--- src/rtl/iob_cache_line_fill.sv ---
// Write-side front end of the cache data memory: arbitrates line refills against
// front-end write hits and drives a registered byte-enable RAM write port.
module iob_cache_line_fill #(
    parameter int DATA_W     = 32,
    parameter int ADDR_W     = 10,
    parameter int LINE_OFF_W = 2
) (
    input  logic                         clk_i,
    input  logic                         arst_n_i,
    input  logic                         fill_req_i,
    input  logic [ADDR_W-LINE_OFF_W-1:0] fill_line_i,
    output logic                         fill_busy_o,
    output logic                         fill_done_o,
    input  logic                         be_valid_i,
    input  logic [DATA_W-1:0]            be_data_i,
    output logic                         be_ready_o,
    input  logic                         wr_valid_i,
    input  logic [ADDR_W-1:0]            wr_addr_i,
    input  logic [DATA_W/8-1:0]          wr_strb_i,
    input  logic [DATA_W-1:0]            wr_data_i,
    output logic                         wr_ready_o,
    output logic                         ram_en_o,
    output logic [DATA_W/8-1:0]          ram_we_o,
    output logic [ADDR_W-1:0]            ram_addr_o,
    output logic [DATA_W-1:0]            ram_data_o
);

    localparam int STRB_W = DATA_W / 8;
    localparam int LINE_W = ADDR_W - LINE_OFF_W;

    typedef enum logic [1:0] {
        ST_IDLE,
        ST_FILL,
        ST_DONE
    } state_t;

    state_t                state_q,     state_d;
    logic [LINE_OFF_W-1:0] cnt_q,       cnt_d;
    logic [LINE_W-1:0]     line_q,      line_d;
    logic                  fill_done_q, fill_done_d;
    logic                  ram_en_q,    ram_en_d;
    logic [STRB_W-1:0]     ram_we_q,    ram_we_d;
    logic [ADDR_W-1:0]     ram_addr_q,  ram_addr_d;
    logic [DATA_W-1:0]     ram_data_q,  ram_data_d;

    // Handshake outputs are forced low while reset is asserted, independent of fill_req_i.
    assign fill_busy_o = arst_n_i && (state_q != ST_IDLE);
    assign be_ready_o  = arst_n_i && (state_q == ST_FILL);
    assign wr_ready_o  = arst_n_i && (state_q == ST_IDLE) && !fill_req_i;

    always_comb begin
        // NOTE: every _d gets a default before the case so no path leaves it unassigned (no latch).
        state_d     = state_q;
        cnt_d       = cnt_q;
        line_d      = line_q;
        fill_done_d = 1'b0;
        ram_en_d    = 1'b0;
        ram_we_d    = '0;
        ram_addr_d  = ram_addr_q;
        ram_data_d  = ram_data_q;

        unique case (state_q)
            ST_IDLE: begin
                if (fill_req_i) begin
                    state_d = ST_FILL;
                    line_d  = fill_line_i;
                    cnt_d   = '0;
                end else if (wr_valid_i) begin
                    ram_en_d   = 1'b1;
                    ram_we_d   = wr_strb_i;
                    ram_addr_d = wr_addr_i;
                    ram_data_d = wr_data_i;
                end
            end
            ST_FILL: begin
                if (be_valid_i) begin
                    ram_en_d   = 1'b1;
                    ram_we_d   = '1;
                    ram_addr_d = {line_q, cnt_q};
                    ram_data_d = be_data_i;
                    cnt_d      = cnt_q + 1'b1;
                    // Last word: done pulse lands in DONE, together with this word's RAM write.
                    if (cnt_q == {LINE_OFF_W{1'b1}}) begin
                        state_d     = ST_DONE;
                        fill_done_d = 1'b1;
                    end
                end
            end
            ST_DONE: state_d = ST_IDLE;
            default: state_d = ST_IDLE;
        endcase
    end

    // NOTE: sequential state uses non-blocking assignments only.
    always_ff @(posedge clk_i or negedge arst_n_i) begin
        if (!arst_n_i) begin
            state_q     <= ST_IDLE;
            cnt_q       <= '0;
            line_q      <= '0;
            fill_done_q <= 1'b0;
            ram_en_q    <= 1'b0;
            ram_we_q    <= '0;
            ram_addr_q  <= '0;
            ram_data_q  <= '0;
        end else begin
            state_q     <= state_d;
            cnt_q       <= cnt_d;
            line_q      <= line_d;
            fill_done_q <= fill_done_d;
            ram_en_q    <= ram_en_d;
            ram_we_q    <= ram_we_d;
            ram_addr_q  <= ram_addr_d;
            ram_data_q  <= ram_data_d;
        end
    end

    assign fill_done_o = fill_done_q;
    assign ram_en_o    = ram_en_q;
    assign ram_we_o    = ram_we_q;
    assign ram_addr_o  = ram_addr_q;
    assign ram_data_o  = ram_data_q;

endmodule
--- config.mk ---
export PLATFORM = sky130hd
export DESIGN_NAME = iob_cache_line_fill
export DESIGN_NICKNAME = d
export VERILOG_FILES = /design/src/rtl/iob_cache_line_fill.sv
export SDC_FILE = /design/constraint.sdc
export NUM_CORES = 1
export LEC_CHECK = 0
export ABC_CLOCK_PERIOD_IN_PS = 4420
export BUFFER_PORTS_ARGS = -buffer_cell sky130_fd_sc_hd__buf_2
export CORE_ASPECT_RATIO = 2
export CORE_UTILIZATION = 49
export CTS_CLUSTER_SIZE = 40
export DETAILED_ROUTE_END_ITERATION = 6
export HOLD_SLACK_MARGIN = 0.12
export MAX_ROUTING_LAYER = met4
export PLACE_DENSITY_LB_ADDON = 0.08
export SYNTH_ARGS = -nofsm -noshare
export SYNTH_HDL_FRONTEND = slang
export SYNTH_SLANG_ARGS = --single-unit
--- constraint.sdc ---
create_clock -name clk_i -period 4.42 [get_ports clk_i]
set_input_delay 0.884 -clock clk_i [delete_from_list [all_inputs] [get_ports clk_i]]
set_output_delay 0.884 -clock clk_i [all_outputs]
set_load 0.02 [all_outputs]
==> results of run 1 <==
==> metrics by stage <==
step	setup WS (ns)	utilization (%)	hold WS, ns
2_1_floorplan	1.91	-	0.475
3_3_place_gp	1.49	64.6	0.468
3_5_place_dp	1.43	64.6	0.478
4_1_cts	1.63	68.0	0.478
5_1_grt	1.51	68.0	0.506
6_report	1.67	68.0	0.486
==> kinds of logic after synthesis <==
group	after synthesis	share of synthesized area [%]
simple gates	15	3.31
fa+ha+maj	1	0.442
flops	60	53.0
compound gates	11	2.92
buf+inv	13	3.14
mux	93	37.2
==> synth_stat cells <==
cell type,instances
sky130_fd_sc_hd__and2_1,1
sky130_fd_sc_hd__buf_4,1
sky130_fd_sc_hd__o21a_1,1
sky130_fd_sc_hd__inv_1,2
sky130_fd_sc_hd__nand2b_1,1
sky130_fd_sc_hd__a21oi_4,1
sky130_fd_sc_hd__nand2_1,6
sky130_fd_sc_hd__nor4b_1,1
sky130_fd_sc_hd__dfrtp_1,60
sky130_fd_sc_hd__nor3b_2,1
sky130_fd_sc_hd__mux2_4,2
sky130_fd_sc_hd__a22o_1,2
sky130_fd_sc_hd__mux2_2,84
sky130_fd_sc_hd__and3_1,2
sky130_fd_sc_hd__mux2i_1,1
sky130_fd_sc_hd__clkbuf_1,1
sky130_fd_sc_hd__nor2b_1,1
sky130_fd_sc_hd__or3b_4,1
sky130_fd_sc_hd__ha_1,1
sky130_fd_sc_hd__mux2_1,6
sky130_fd_sc_hd__buf_2,5
sky130_fd_sc_hd__o22ai_1,1
sky130_fd_sc_hd__nor3b_1,1
sky130_fd_sc_hd__o21bai_1,1
sky130_fd_sc_hd__a21oi_1,4
sky130_fd_sc_hd__buf_6,4
sky130_fd_sc_hd__a21o_1,1
==> power by group <==
part           total (mW)  internal, mW  leakage, nW  switching, mW
registers           0.958         0.817        0.712          0.140
clock network       0.452         0.261       0.0986          0.191
logic                1.29         0.637         1.04          0.658
==> worst max-delay path, delay by kind of cell (launching register included) <==
kind                   cells  cell delay, ns
buffers and inverters      1            0.16
and+or+nand+nor            2            0.84
DFF                        1            0.53
==> worst max path at each step <==
| stage | start | cells after the start | slack [ns] | endpoint |
|---|---|---|---|---|
| after floorplan | fill_req_i | 1 | 1.91 | wr_ready_o |
| after global placement | fill_req_i | 5 | 1.49 | ram_addr_o[1]$_DFFE_PN0P_ |
| after detailed placement | fill_req_i | 5 | 1.43 | ram_data_o[31]$_DFFE_PN0P_ |
| after CTS | state_q[0]$_DFFE_PN0P_ | 3 | 1.63 | be_ready_o |
| after global routing | state_q[0]$_DFFE_PN0P_ | 3 | 1.51 | be_ready_o |
| final | state_q[0]$_DFFE_PN0P_ | 3 | 1.67 | be_ready_o |
==> per-layer routing <==
layer  up-vias  wire length [microns]
met5         -                      0
met4         0                     87
met3         8                    358
met2        96                   3040
met1       983                   2330
li1        979                      -
==> cell type report <==
class                           instances  area, sq um
Sequential cell                        60         1500
Clock buffer                           14          183
Timing Repair Buffer                  144          728
Fill cell                             430         1770
Multi-Input combinational cell        120         1250
Inverter                                2         7.51
Tap cell                               60         75.1
Clock inverter                          1         5.00
==> sequential cells by signal (all words and copies together), names as in the netlist <==
name,flops
ram_data_o,32
ram_addr_o,10
line_q,8
ram_we_o,4
cnt_q,2
state_q,2
fill_done_o,1
ram_en_o,1
==> flow_summary.yaml, run 1 <==
outcome:
  outcome: "complete, no violations"
synth:
  postSynthAreaPerCell_sq_um: 14.7
  ys_top_cells_by_area: "sky130_fd_sc_hd__dfrtp_1, sky130_fd_sc_hd__mux2_2, sky130_fd_sc_hd__mux2_1"
  synth.distinct_cells: 27
  syn_nets: 285
  syn_inst: 193
  netlist_area_sq_um: 2830
  sequential_area_share_after_synthesis_pct: 53.0
  synth.largest_area_cell: "sky130_fd_sc_hd__dfrtp_1"
  synth.yosys.warnings: 0
  synthDominantCellAreaShare_pct: 53.0
  postSynthRegisterBits: 60
finish:
  finalInstanceArea_sq_um: 3750
  final_cell_mix: "sky130_fd_sc_hd__buf_2, sky130_fd_sc_hd__mux2_2, sky130_fd_sc_hd__dfrtp_1"
  num_antenna_cells: 0
  nNetsFinal: 429
  fraction_of_final_layout_cells_sized_beyond_drive_strength_1_pct: 72.7
  final_common_cell: "sky130_fd_sc_hd__buf_2"
  area_growth_syn_to_layout_pct: 32.4
  fin_cells: 401
timing:
  slew_violations: 0
  min_period_over_period_pct: 62.1
  tns_ns: 0
  max_freq_ghz: 0.364
  max_slew.worst_pin.slew_ns: 0.853
  clock_skew_ns: 0.00576
  unrepaired_setup_endpoints_after_global_routing: "false"
  final_hold_violation_count: 0
  final_period_minus_worst_setup_slack_ns: 2.75
  slew_headroom_pct: 42.9
  setup_viol: 0
global_routing:
  grt.met3_usage_pct: 4.82
  grt.overflow.total: 0
  met2_usage_pct: 35.2
  antenna_violations_before_repair: 0
  groute.usage.overall_pct: 21.2
  via_count_of_the_first_global_routing_pass: 2066
  grt_max_degree: 45
  grt_pass1_wl_microns: 9490
  top_usage_layer: "met2"
  grtUsageMet1_pct: 24.6
placement:
  place.detailed.hpwl_microns: 4300
  place.detailed.instances: 386
  gpl.final_weighted_congestion: 0.826
  placedInstanceArea_sq_um: 3560
  port_buffers: 141
clock_network:
  clk_latency_ns: 0.33
  post_cts_setup_inserts: 0
  postCtsResizedCells: 0
  cts_hold_repair.buffers: 0
  cts.root.buffer_cell: "sky130_fd_sc_hd__clkbuf_8"
  cts-root-to-sink-buffers: 2
  htree_levels: 3
  cts_tree: "yes"
  clock-sinks: 60
  clock_transition_at_path_regs_ns: 0.06
  cts_made_buffers: 9
detailed_routing:
  firstDrtPassIters: 3
  detail_route.iter0.violations: 69
  wl_per_cell_microns: 14.5
  overall_via_count_from_detail_route: 2066
  drt-total-wl_microns: 5810
  via_per_inst: 5.15
  drc: 0
  ant_nets: 0
worst_hold_path:
  min_path_type: "primary input to asynchronous set/reset pin"
die:
  placementRows: 38
  coreArea_sq_um: 5520
  chipWidth_microns: 55.8
  ios: 142
  die_area_sq_um: 6110
  floorplan.initialDensity_pct: 51.4
  chipHeight_microns: 110
flow_run:
  drv_cap: 0
critical_path:
  worstRegToRegCells: 4
  r2r-end: "ram_addr_o[5]$_DFFE_PN0P_"
  critical_path_arrival_ns: 1.86
  worst_path_max_delay_cell: "sky130_fd_sc_hd__nor2b_4"
  reg2reg_setup_slack_ns: 1.93
  timing.critical_path.fanout_max: 23
  slowest_stage_delay_cp_ns: 0.63
  critical_path.startpoint_type: "register"
  crit_required_ns: 3.54
  crit_chain: "nor2b_4 > and2_1 > buf_2"
  timing.critical_path.to_type: "output pin"
  setup.worst_path.class: "register to output pin"
  worst_r2r_startpoint: "state_q[0]$_DFFE_PN0P_"
pwr:
  vdd.ir_drop.worst_v: 0.000454
  leakagePower_nw: 1.86
  power.density_cell_area_nw_per_um2: 721
  totalPowerFinal_mw: 2.70
Power figures use the tool's default switching activity.
==> run 2: changes to the inputs <==
ABC_AREA = 1   (was default)
ABC_CLOCK_PERIOD_IN_PS = 2700   (was 4420)
CORE_UTILIZATION = 47   (was 49)
clock period = 2.7 ns   (was 4.42 ns; I/O delays follow)
==> run 2 against run 1 <==
Flip-flop and latch count stayed put. Non-clock buffer count rose by 3. Sequential power is 59% higher. Worst setup slack worse by 1.1 ns. Cell count grew 55%. Hold slack got worse by 0.065 ns. Combinational power up 65%. Register-to-register slack worse by 1.2 ns.
==> flow_summary.yaml, run 2 <==
placement:
  port_buffers: 141
  place.detailed.hpwl_microns: 5330
  placedInstanceArea_sq_um: 3710
  place.detailed.instances: 606
  dpl_worst_slack_ns: 0.618
  gpl.final_weighted_congestion: 0.760
clock_network:
  cts_hold_repair.buffers: 0
  htree_levels: 3
  cts.root.buffer_cell: "sky130_fd_sc_hd__clkbuf_16"
  cts_made_buffers: 9
  cts-root-to-sink-buffers: 2
  cts_tree: "yes"
  post_cts_setup_inserts: 0
  clock-sinks: 60
  clk_latency_ns: 0.32
  postCtsResizedCells: 0
  clock_transition_at_path_regs_ns: 0.05
detailed_routing:
  drc: 0
  wl_per_cell_microns: 13.1
  ant_nets: 0
  overall_via_count_from_detail_route: 3086
  detail_route.iter0.violations: 142
  firstDrtPassIters: 4
  via_per_inst: 4.97
  drt-total-wl_microns: 8160
timing:
  slew_headroom_pct: 49.9
  timing.hold.ws_ns: 0.422
  slew_violations: 0
  final_hold_violation_count: 0
  min_period_over_period_pct: 77.0
  unrepaired_setup_endpoints_after_global_routing: "false"
  clock_skew_ns: 0.00316
  max_slew.worst_pin.slew_ns: 0.751
  setup_viol: 0
  tns_ns: 0
  final_period_minus_worst_setup_slack_ns: 2.08
  max_freq_ghz: 0.481
  finalWorstSetupSlack_ns: 0.620
synth:
  netlist_area_sq_um: 3050
  synthDominantCellAreaShare_pct: 49.3
  yosys.cell_count.top_type: "sky130_fd_sc_hd__nand2_1"
  netlist_top_cells_count: "sky130_fd_sc_hd__nand2_1, sky130_fd_sc_hd__nand3_1, sky130_fd_sc_hd__dfrtp_1"
  sequential_area_share_after_synthesis_pct: 49.3
  postSynthAreaPerCell_sq_um: 7.56
  synth_edf_count: 0
  postSynth.topFlopCell: "sky130_fd_sc_hd__dfrtp_1"
  async_set_reset_flop_share_out_of_synthesis_pct: 100
  synth.yosys.warnings: 0
  syn_inst: 403
  syn_nets: 495
  synth.distinct_cells: 21
  ys_top_cells_by_area: "sky130_fd_sc_hd__dfrtp_1, sky130_fd_sc_hd__nand2_1, sky130_fd_sc_hd__nand3_1"
  synth.largest_area_cell: "sky130_fd_sc_hd__dfrtp_1"
  postSynthRegisterBits: 60
finish:
  fin_cells: 621
  core_utilization_of_the_finished_layout_pct: 63.9
  area_growth_syn_to_layout_pct: 31.2
  num_antenna_cells: 0
  largest_register_ff_count: 32
  final_common_cell: "sky130_fd_sc_hd__nand2_1"
  final_cell_mix: "sky130_fd_sc_hd__nand2_1, sky130_fd_sc_hd__buf_2, sky130_fd_sc_hd__nand3_1"
  nNetsFinal: 623
  fraction_of_final_layout_cells_sized_beyond_drive_strength_1_pct: 31.2
  finalInstanceArea_sq_um: 4000
critical_path:
  setup.worst_path.class: "register to output pin"
  timing.critical_path.to_type: "output pin"
  timing.critical_path.fanout_max: 11
  critical_path_arrival_ns: 1.54
  reg2reg_setup_slack_ns: 0.78
  timing.critical_path.to: "fill_busy_o"
  worst_r2r_startpoint: "state_q[0]$_DFFE_PN0P_"
  r2r-end: "ram_addr_o[9]$_DFFE_PN0P_"
  crit_required_ns: 2.16
  critPathLaunch: "state_q[0]$_DFFE_PN0P_"
  worstRegToRegCells: 5
  critical_path.startpoint_type: "register"
pwr:
  leakagePower_nw: 2.40
  vdd.ir_drop.worst_v: 0.00104
  totalPowerFinal_mw: 4.74
  power.density_cell_area_nw_per_um2: 1190
global_routing:
  antenna_violations_before_repair: 0
  grt_pass1_wl_microns: 13300
  grt_max_degree: 61
  via_count_of_the_first_global_routing_pass: 2922
  groute.usage.overall_pct: 26.6
  grt.overflow.total: 0
die:
  chipWidth_microns: 58.9
  floorplan.initialDensity_pct: 48.7
  placementRows: 41
  chipHeight_microns: 116
  die_area_sq_um: 6830
  ios: 142
  coreArea_sq_um: 6260
flow_run:
  drv_cap: 0
worst_hold_path:
  min_path_type: "primary input to asynchronous set/reset pin"
outcome:
  outcome: "complete, no violations"
run 2: layout make-up:
class	count	area (sq um)
clock inverter	2	35.0
sequential	60	1500
inverter	8	30.0
timing repair buffer	147	751
tap	86	108
fill	648	2260
clock buffer	13	250
multi-input combinational	305	1320
run 2: worst min-delay path by stage:
| stage | start | to | slack, ns | cells past startpoint |
|---|---|---|---|---|
| CTS | wr_strb_i[0] | ram_we_o[0]$_DFF_PN0_ | 0.45 | 3 |
| detailed placement | line_q[3]$_DFFE_PN0P_ | line_q[3]$_DFFE_PN0P_ | 0.46 | 2 |
| finish | arst_n_i | ram_data_o[15]$_DFFE_PN0P_ | 0.42 | 2 |
| global route | wr_strb_i[0] | ram_we_o[0]$_DFF_PN0_ | 0.45 | 3 |
| global placement | line_q[1]$_DFFE_PN0P_ | line_q[1]$_DFFE_PN0P_ | 0.46 | 2 |
| floorplan | arst_n_i | cnt_q[0]$_DFFE_PN0P_ | 0.24 | 0 |
run 2: critical path, cell delays in order, from the launching register on:
cell and delay (ns):
sky130_fd_sc_hd__dfrtp_2 0.50, sky130_fd_sc_hd__nor2_2 0.29, sky130_fd_sc_hd__buf_4 0.23, sky130_fd_sc_hd__nor2_1 0.05, sky130_fd_sc_hd__buf_2 0.15
run 2: power breakdown:
part	leakage (nW)	internal, mW	switching (mW)	total, mW
logic	1.51	0.710	1.42	2.13
clock network	0.140	0.732	0.363	1.09
registers	0.749	1.30	0.225	1.52
total	2.40	2.74	2.00	4.74
run 2: cell families after synthesis:
group / after synthesis / synth area share (%)
DFF: 60 / 49.3
buffers and inverters: 38 / 7.31
adders and majority gates: 1 / 0.410
AOI/OAI and AO/OA: 3 / 0.575
and+or+nand+nor: 301 / 42.4
run 2: layer usage:
layer / up-vias / GRT usage (%) / routed length [microns]
met1: 1427 / 27.7 / 3240
met2: 107 / 48.1 / 4450
li1: 1542 / - / -
met3: 10 / 5.02 / 361
met4: 0 / 9.52 / 110
met5: - / - / 0
==> run 3: changes to the inputs <==
ABC_CLOCK_PERIOD_IN_PS = 2100   (was 2700)
clock period = 2.1 ns   (was 2.7 ns; I/O delays follow)
==> run 3 against run 2 <==
Clock power rose by 35%. Worst setup slack got worse by 0.40 ns. Combinational power rose by 31%. Critical endpoint is now wr_ready_o. Highest routed layer unchanged.
==> flow_summary.yaml, run 3 (synthesis results as in run 2) <==
clock_network:
  clock_transition_at_path_regs_ns: 0.05
  cts_made_buffers: 9
  cts-root-to-sink-buffers: 2
  cts_tree: "yes"
  cts_hold_repair.buffers: 0
  htree_levels: 3
  post_cts_setup_inserts: 0
  clock-sinks: 60
  clk_latency_ns: 0.32
  postCtsResizedCells: 0
  cts.root.buffer_cell: "sky130_fd_sc_hd__clkbuf_16"
global_routing:
  grtUsageMet1_pct: 27.6
  groute.usage.overall_pct: 26.2
  via_count_of_the_first_global_routing_pass: 2880
  antenna_violations_before_repair: 0
  grt.met3_usage_pct: 5.47
  grt.overflow.total: 0
  top_usage_layer: "met2"
  met2_usage_pct: 47.0
  grt_pass1_wl_microns: 13000
  grt_max_degree: 61
critical_path:
  crit_required_ns: 1.68
  critical_path.startpoint_type: "register"
  setup.worst_path.class: "register to output pin"
  reg2reg_setup_slack_ns: 0.48
  critical_path_arrival_ns: 1.46
  timing.critical_path.fanout_max: 16
  timing.critical_path.to_type: "output pin"
  worstRegToRegCells: 5
  worst_r2r_startpoint: "state_q[0]$_DFFE_PN0P_"
  r2r-end: "ram_data_o[18]$_DFFE_PN0P_"
finish:
  final_common_cell: "sky130_fd_sc_hd__nand2_1"
  final_cell_mix: "sky130_fd_sc_hd__nand2_1, sky130_fd_sc_hd__buf_2, sky130_fd_sc_hd__nand3_1"
  finalInstanceArea_sq_um: 4040
  num_antenna_cells: 0
  nNetsFinal: 626
  fraction_of_final_layout_cells_sized_beyond_drive_strength_1_pct: 31.8
  largest_register_ff_count: 32
  area_growth_syn_to_layout_pct: 32.6
  core_utilization_of_the_finished_layout_pct: 64.6
  fin_cells: 624
pwr:
  vdd.ir_drop.worst_v: 0.00101
  leakagePower_nw: 2.42
  power.density_cell_area_nw_per_um2: 1530
  totalPowerFinal_mw: 6.17
die:
  ios: 142
  die_area_sq_um: 6830
  chipWidth_microns: 58.9
  chipHeight_microns: 116
  placementRows: 41
  floorplan.initialDensity_pct: 48.7
  coreArea_sq_um: 6260
placement:
  place.detailed.instances: 609
  gpl.final_weighted_congestion: 0.807
  dpl_worst_slack_ns: 0.337
  port_buffers: 141
  placedInstanceArea_sq_um: 3740
  place.detailed.hpwl_microns: 5540
timing:
  clock_skew_ns: 0.00414
  finalWorstSetupSlack_ns: 0.220
  final_period_minus_worst_setup_slack_ns: 1.88
  max_freq_ghz: 0.532
  min_period_over_period_pct: 89.5
  slew_headroom_pct: 49.8
  slew_violations: 0
  final_hold_violation_count: 0
  tns_ns: 0
  max_slew.worst_pin.slew_ns: 0.753
  setup_viol: 0
  unrepaired_setup_endpoints_after_global_routing: "false"
  timing.hold.ws_ns: 0.309
detailed_routing:
  via_per_inst: 4.98
  wl_per_cell_microns: 13.0
  drc: 0
  firstDrtPassIters: 4
  overall_via_count_from_detail_route: 3110
  detail_route.iter0.violations: 194
  ant_nets: 0
  drt-total-wl_microns: 8120
outcome:
  outcome: "complete, no violations"
worst_hold_path:
  min_path_type: "primary input to asynchronous set/reset pin"
flow_run:
  drv_cap: 0
[run 3: critical path, stage by stage (launching register included)]
cell and delay [ns]:
sky130_fd_sc_hd__dfrtp_2 0.40, sky130_fd_sc_hd__buf_4 0.20, sky130_fd_sc_hd__nor4_1 0.32, sky130_fd_sc_hd__buf_2 0.22
[run 3: where the power goes]
group	total, mW	switching (mW)	internal (mW)	leakage [nW]
logic	2.78	1.84	0.936	1.53
registers	1.93	0.261	1.67	0.749
clock network	1.47	0.458	1.01	0.149
total	6.17	2.56	3.61	2.42
[run 3: worst max path at each step]
stage / from / depth (start not counted) / endpoint / slack, ns
after floorplan: state_q[0]$_DFFE_PN0P_ / 3 / wr_ready_o / 0.25
after global placement: fill_req_i / 6 / ram_data_o[0]$_DFFE_PN0P_ / 0.40
after detailed placement: fill_req_i / 6 / ram_data_o[30]$_DFFE_PN0P_ / 0.34
after CTS: state_q[0]$_DFFE_PN0P_ / 3 / wr_ready_o / 0.21
after global routing: state_q[0]$_DFFE_PN0P_ / 3 / wr_ready_o / 0.14
final: state_q[0]$_DFFE_PN0P_ / 3 / wr_ready_o / 0.22
[run 3: layout make-up]
class	count	area (sq um)
multi-input cells	305	1320
flip-flops and latches	60	1500
well taps	86	108
fillers	590	2220
clock inverters	1	30.0
clock buffers	14	274
inverters	8	30.0
repair buffers	150	773
[run 3: metal layers]
| layer | wire, microns | part of all wire [%] |
|---|---|---|
| met5 | 0 | 0 |
| met4 | 93 | 1.1 |
| met3 | 428 | 5.3 |
| met2 | 4600 | 57 |
| met1 | 2990 | 37 |
